**src/rtl/br_pkg.sv**
```systemverilog
// Shared types and constants for the branch resolution controller.
package br_pkg;

    localparam int XLEN_DEF = 32;

    localparam logic [2:0] F3_BEQ  = 3'b000;
    localparam logic [2:0] F3_BNE  = 3'b001;
    localparam logic [2:0] F3_BLT  = 3'b100;
    localparam logic [2:0] F3_BGE  = 3'b101;
    localparam logic [2:0] F3_BLTU = 3'b110;
    localparam logic [2:0] F3_BGEU = 3'b111;

    typedef enum logic [1:0] {
        IDLE    = 2'd0,
        CMP     = 2'd1,
        RESOLVE = 2'd2,
        HOLD    = 2'd3
    } state_t;

endpackage

```
**src/rtl/brcomp.sv**
```systemverilog
// Operand comparator: equality plus signed or unsigned less-than.
module brcomp #(
    parameter int XLEN = 32
) (
    input  logic [XLEN-1:0] a,
    input  logic [XLEN-1:0] b,
    input  logic            br_unsigned,
    output logic            br_less,
    output logic            br_equal
);

    logic signed [XLEN-1:0] a_s;
    logic signed [XLEN-1:0] b_s;

    assign a_s      = a;
    assign b_s      = b;
    assign br_equal = (a == b);
    assign br_less  = br_unsigned ? (a < b) : (a_s < b_s);

endmodule

```
**src/rtl/branch_ctrl.sv**
```systemverilog
// Multi-cycle branch/jump resolution: capture, compare, resolve, then hold the
// result for fetch; keeps saturating completion statistics.
module branch_ctrl
    import br_pkg::*;
#(
    parameter int              XLEN     = XLEN_DEF,
    parameter int              CNT_W    = 16,
    parameter logic [XLEN-1:0] RESET_PC = '0
) (
    input  logic             clk,
    input  logic             rst,
    input  logic             flush,
    input  logic             req_valid,
    output logic             req_ready,
    input  logic [XLEN-1:0]  req_pc,
    input  logic [XLEN-1:0]  req_imm,
    input  logic [XLEN-1:0]  req_rs1,
    input  logic [XLEN-1:0]  req_rs2,
    input  logic [2:0]       req_funct3,
    input  logic             req_jal,
    input  logic             req_jalr,
    input  logic             req_pred,
    output logic             res_valid,
    input  logic             res_ready,
    output logic             res_taken,
    output logic [XLEN-1:0]  res_target,
    output logic [XLEN-1:0]  res_link,
    output logic             res_mispred,
    output logic             res_illegal,
    output logic             res_misalign,
    output logic [CNT_W-1:0] cnt_branch,
    output logic [CNT_W-1:0] cnt_taken
);

    function automatic logic [CNT_W-1:0] sat_inc(input logic [CNT_W-1:0] v);
        return (&v) ? v : v + 1'b1;
    endfunction

    state_t            state_q, state_d;
    logic              req_ready_q, req_ready_d;
    logic              res_valid_q, res_valid_d;
    logic              taken_q, taken_d, mispred_q, mispred_d;
    logic              illegal_q, illegal_d, misalign_q, misalign_d;
    logic [XLEN-1:0]   target_q, target_d, link_q, link_d;
    logic [CNT_W-1:0]  cnt_branch_q, cnt_branch_d, cnt_taken_q, cnt_taken_d;

    logic [XLEN-1:0]   pc_q, pc_d, imm_q, imm_d, rs1_q, rs1_d, rs2_q, rs2_d;
    logic [2:0]        f3_q, f3_d;
    logic              jal_q, jal_d, jalr_q, jalr_d, pred_q, pred_d;
    logic              less_q, less_d, equal_q, equal_d;

    logic              br_less, br_equal;
    logic              calc_taken, calc_illegal;
    logic [XLEN-1:0]   calc_target, calc_link, jump_target, jalr_sum;
    logic              unused_bits;

    assign unused_bits = ^RESET_PC;

    brcomp #(.XLEN(XLEN)) u_brcomp (
        .a           (rs1_q),
        .b           (rs2_q),
        .br_unsigned (f3_q[1]),
        .br_less     (br_less),
        .br_equal    (br_equal)
    );

    // JALR wins over JAL; conditional decode only applies when neither is set.
    always_comb begin
        calc_taken   = 1'b0;
        calc_illegal = 1'b0;
        jalr_sum     = rs1_q + imm_q;
        jump_target  = pc_q + imm_q;
        if (jalr_q) begin
            calc_taken  = 1'b1;
            jump_target = {jalr_sum[XLEN-1:1], 1'b0};
        end else if (jal_q) begin
            calc_taken = 1'b1;
        end else begin
            case (f3_q)
                F3_BEQ:            calc_taken = equal_q;
                F3_BNE:            calc_taken = ~equal_q;
                F3_BLT, F3_BLTU:   calc_taken = less_q;
                F3_BGE, F3_BGEU:   calc_taken = ~less_q;
                default:           calc_illegal = 1'b1;
            endcase
        end
        calc_link   = pc_q + XLEN'(4);
        calc_target = calc_taken ? jump_target : calc_link;
    end

    always_comb begin
        state_d      = state_q;
        req_ready_d  = req_ready_q;
        res_valid_d  = res_valid_q;
        taken_d      = taken_q;
        target_d     = target_q;
        link_d       = link_q;
        mispred_d    = mispred_q;
        illegal_d    = illegal_q;
        misalign_d   = misalign_q;
        cnt_branch_d = cnt_branch_q;
        cnt_taken_d  = cnt_taken_q;
        pc_d         = pc_q;
        imm_d        = imm_q;
        rs1_d        = rs1_q;
        rs2_d        = rs2_q;
        f3_d         = f3_q;
        jal_d        = jal_q;
        jalr_d       = jalr_q;
        pred_d       = pred_q;
        less_d       = less_q;
        equal_d      = equal_q;

        case (state_q)
            IDLE: begin
                if (req_valid) begin
                    pc_d        = req_pc;
                    imm_d       = req_imm;
                    rs1_d       = req_rs1;
                    rs2_d       = req_rs2;
                    f3_d        = req_funct3;
                    jal_d       = req_jal;
                    jalr_d      = req_jalr;
                    pred_d      = req_pred;
                    req_ready_d = 1'b0;
                    state_d     = CMP;
                end
            end
            CMP: begin
                less_d  = br_less;
                equal_d = br_equal;
                state_d = RESOLVE;
            end
            RESOLVE: begin
                taken_d     = calc_taken;
                target_d    = calc_target;
                link_d      = calc_link;
                mispred_d   = calc_taken ^ pred_q;
                illegal_d   = calc_illegal;
                misalign_d  = calc_taken & (|calc_target[1:0]);
                res_valid_d = 1'b1;
                state_d     = HOLD;
            end
            HOLD: begin
                if (res_ready) begin
                    cnt_branch_d = sat_inc(cnt_branch_q);
                    cnt_taken_d  = taken_q ? sat_inc(cnt_taken_q) : cnt_taken_q;
                    res_valid_d  = 1'b0;
                    req_ready_d  = 1'b1;
                    state_d      = IDLE;
                end
            end
            default: state_d = IDLE;
        endcase

        // Flush overrides any transition, including a completing handshake.
        if (flush) begin
            state_d      = IDLE;
            req_ready_d  = 1'b1;
            res_valid_d  = 1'b0;
            cnt_branch_d = cnt_branch_q;
            cnt_taken_d  = cnt_taken_q;
        end
    end

    always_ff @(posedge clk or posedge rst) begin
        if (rst) begin
            state_q      <= IDLE;
            req_ready_q  <= 1'b1;
            res_valid_q  <= 1'b0;
            taken_q      <= 1'b0;
            target_q     <= '0;
            link_q       <= '0;
            mispred_q    <= 1'b0;
            illegal_q    <= 1'b0;
            misalign_q   <= 1'b0;
            cnt_branch_q <= '0;
            cnt_taken_q  <= '0;
        end else begin
            state_q      <= state_d;
            req_ready_q  <= req_ready_d;
            res_valid_q  <= res_valid_d;
            taken_q      <= taken_d;
            target_q     <= target_d;
            link_q       <= link_d;
            mispred_q    <= mispred_d;
            illegal_q    <= illegal_d;
            misalign_q   <= misalign_d;
            cnt_branch_q <= cnt_branch_d;
            cnt_taken_q  <= cnt_taken_d;
        end
    end

    always_ff @(posedge clk) begin
        pc_q    <= pc_d;
        imm_q   <= imm_d;
        rs1_q   <= rs1_d;
        rs2_q   <= rs2_d;
        f3_q    <= f3_d;
        jal_q   <= jal_d;
        jalr_q  <= jalr_d;
        pred_q  <= pred_d;
        less_q  <= less_d;
        equal_q <= equal_d;
    end

    assign req_ready    = req_ready_q;
    assign res_valid    = res_valid_q;
    assign res_taken    = taken_q;
    assign res_target   = target_q;
    assign res_link     = link_q;
    assign res_mispred  = mispred_q;
    assign res_illegal  = illegal_q;
    assign res_misalign = misalign_q;
    assign cnt_branch   = cnt_branch_q;
    assign cnt_taken    = cnt_taken_q;

endmodule

```
**config.mk**
```make
export PLATFORM = sky130hd
export DESIGN_NAME = branch_ctrl
export DESIGN_NICKNAME = d
export VERILOG_FILES = /design/src/rtl/br_pkg.sv /design/src/rtl/brcomp.sv /design/src/rtl/branch_ctrl.sv
export SDC_FILE = /design/constraint.sdc
export NUM_CORES = 1
export LEC_CHECK = 0
export ABC_CLOCK_PERIOD_IN_PS = 6850
export BUFFER_PORTS_ARGS = -buffer_cell sky130_fd_sc_hd__buf_2
export CAP_MARGIN = 30
export CORE_MARGIN = 8
export CORE_UTILIZATION = 55
export DETAILED_ROUTE_END_ITERATION = 16
export HOLD_SLACK_MARGIN = 0.06
export PLACE_DENSITY = 0.88
export SYNTH_ARGS = -nofsm -noshare
export SYNTH_HDL_FRONTEND = slang
export SYNTH_HIERARCHICAL = 1
export SYNTH_SLANG_ARGS = --single-unit
```
**constraint.sdc**
```tcl
create_clock -name clk -period 6.85 [get_ports clk]
set_clock_uncertainty 0.15 [all_clocks]
set_input_delay 0.685 -clock clk [delete_from_list [all_inputs] [get_ports clk]]
set_output_delay 0.685 -clock clk [all_outputs]
set_load 0.02 [all_outputs]
```
==> metrics.txt <==
Initial Util=56.3%; TritonCTS clock tree=built; Max Cap Viol=0; pre-CTS setup slack=3.71 ns; clk slew on worst S/H paths=0.06 ns; core region area=23500 µm²; worst r2r src=imm_q[0]; Cell Pwr Density=419 nW/µm²; CP Max Fanout=4; die width=171 µm; RSZ-0062 raised after global routing=no; commonest non-fill, non-tap cells in the layout=buf_2 (240), edfxtp_1 (136), nor2_1 (117), a21oi_1 (106), dfrtp_1 (103); Setup CP Type=reg -> reg; via/cell ratio=5.91; max-slew violations=0; Post-CTS Setup Inserts=0; DRT Wirelength=35.6 mm; grt total ovfl=0; Die Y-Extent=171 µm; fillers=1817; Tcrit/Tclk final=46.7%; Peak Freq=0.313 GHz; Synth Register Bits=240; Post-Syn Area=13200 µm²; Internal=3.95 mW; area of the multi-input gates=6200 µm²; sequential share of the synthesized area=50.5%; Worst Tran Pin Value=0.928 ns; Placer Congestion=0.923; Max Root-Sink Buffers=3; CP Launch Type=flip-flop; HPWL Detailed=27.2 mm; worst reg2reg setup slack=3.65 ns; CTS resizes=0; reg2reg end=res_target[26]; Critical Path End Type=flip-flop; final net count=1710; hold slack=0.130 ns; Cells after Synth=1227; Sequential Power Share=34.9%; sum of negative setup slack=0 ns; Slew HR=38.1%; Final Setup Violations=0; vias in the first global route=10700; CTS Sinks=240; Post-Synthesis Net Count=1468; Vias=10700; total global-route track usage=23.7%; asr flop ratio synth=43.3%; reg2reg path depth=12; post-synth cell types=83; H-tree depth=1; fin crit period=3.20 ns; syn avg cell area=10.8 µm²; Gate power share=43.4%; status=finished clean; first-pass GRT wire length=55.5 mm; Final Hold Violating Endpoints=0; FP Rows=56; number of port buffers=240; DR iter-0 viols=894; Layout area overhead=18.4%; largest net degree at the start of global routing=70; initial antenna violation count=0; Clock Power Share=21.8%; leakage=6.86 nW; Sw Pwr=2.62 mW; share of layout cells above drive strength 1=22.4%; register area=6690 µm²; post-route antenna net violation count=0; Hold Buf Count CTS=0; CP Data Required Time=7.11 ns; commonest non-fill, non-tap cell in the layout=buf_2; Root Buffer=clkbuf_16; clock latency on the worst-skew pair=0.53 ns; DRC violations left=0; Arrival @ worst endpoint=3.46 ns; Final WS setup=3.65 ns; HP Class=in -> async; sw frac=39.9%; WL/cell=19.7 µm; CTS buffer count=26; DRT Pass-1 Iters=6; die area=29300 µm²; ant diodes=0; number of synthesized flops with an enable pin=136; num ports=241; yosys warns=6; VDD IR max=204 µV; Most used DFF post-synth=edfxtp_1
## flip-flops by register name (all words and copies together) (netlist names)
signal        flops
res_target       32
rs2_q            32
res_valid         1
req_ready         1
res_link         32
res_misalign      1
jalr_q            1
f3_q              3
pred_q            1
state_q           2
cnt_branch       16
less_q            1
res_mispred       1
jal_q             1
res_illegal       1
cnt_taken        16
pc_q             32
res_taken         1
equal_q           1
imm_q            32
rs1_q            32
## stage by stage
| stage | util, % | instances | total power, mW | cell area (µm²) |
|---|---|---|---|---|
| floorplan | - | 1227 | 4.24 | 13200 |
| global route | 66.6 | 1808 | 6.95 | 15700 |
| finish | 66.6 | 1808 | 6.57 | 15700 |
| global placement | 62.7 | 1759 | 5.01 | 14800 |
| detailed placement | 62.7 | 1759 | 5.10 | 14800 |
| CTS | 66.5 | 1807 | 6.55 | 15700 |
## metal layers
layer	vias up	global-route usage (%)	wire length, µm
li1	5002	-	-
met1	5112	33.9	15700
met2	503	37.2	15900
met3	72	3.85	3220
met4	0	6.31	850
met5	-	0	0
## Yosys cell counts, types with 4 or more instances
library cell	n	area, µm²
a211o_1	4	35.0
a211oi_2	4	50.1
nand2_1	91	342
a211oi_1	19	143
o211ai_1	9	67.6
mux2i_1	4	40.0
o21ai_1	14	70.1
xnor2_1	75	657
o21ai_0	42	210
o2bb2ai_1	6	52.6
a221o_1	4	40.0
nor2_1	117	439
and4_1	4	35.0
nand4_1	20	125
nand3_1	44	220
buf_2	5	25.0
a31oi_1	13	81.3
o22ai_1	4	25.0
or3_1	4	25.0
edfxtp_1	136	4080
nor2b_1	6	37.5
ha_1	100	1250
xor2_1	34	298
a21o_1	27	203
mux2_2	18	203
clkbuf_1	25	93.8
a221oi_1	7	61.3
and3_1	14	87.6
a21oi_1	106	531
nand2b_1	7	43.8
nor3_1	16	80.1
inv_1	62	233
dfrtp_1	103	2580
o21a_1	11	82.6
## worst max path at each step
stage	startpoint	end	slack, ns	cells past startpoint
5_1_grt	rs1_q[5]	res_target[31]	3.36	10
3_3_place_gp	imm_q[0]	res_target[26]	3.77	12
2_1_floorplan	state_q[0]	f3_q[0]	2.44	3
3_5_place_dp	imm_q[0]	res_target[26]	3.71	12
4_1_cts	imm_q[0]	res_target[26]	3.68	12
6_report	imm_q[0]	res_target[26]	3.65	12
## cell type report
type,instances,share of cell area [%]
inverter,63,1.52
multi-input combinational,891,39.5
timing repair buffer,247,8.12
tap,319,2.55
sequential,240,42.7
clock buffer,35,4.69
clock inverter,13,0.942
## power groups by stage
stage	Clock, mW	Combinational (mW)	Sequential [mW]
final	1.43	2.85	2.29
after global routing	1.51	3.11	2.33
after CTS	1.45	2.81	2.29
after detailed placement	0	2.79	2.31
after global placement	0	2.72	2.29
after floorplan	0	1.74	2.51
## critical path, cell delays in order, from the launching register on
cell and delay [ns]:
edfxtp_1 0.40, ha_1 0.23, inv_1 0.07, fa_1 0.37, nor2b_1 0.18, o31a_1 0.26
nor3_2 0.10, nor2_1 0.26, a21oi_2 0.12, a41o_2 0.32, xnor2_1 0.13, o221a_1 0.23
mux2_2 0.25
## cell families after synthesis
| logic type | after synthesis | synth area share, % |
|---|---|---|
| and+or+nand+nor | 341 | 11.9 |
| AOI/OAI and AO/OA | 316 | 15.9 |
| DFF | 240 | 50.5 |
| xor gates and xnor gates | 109 | 7.21 |
| adders and majority gates | 102 | 9.75 |
| buffers and inverters | 96 | 2.82 |
| muxes | 23 | 1.92 |
Power figures use the tool's default switching activity.
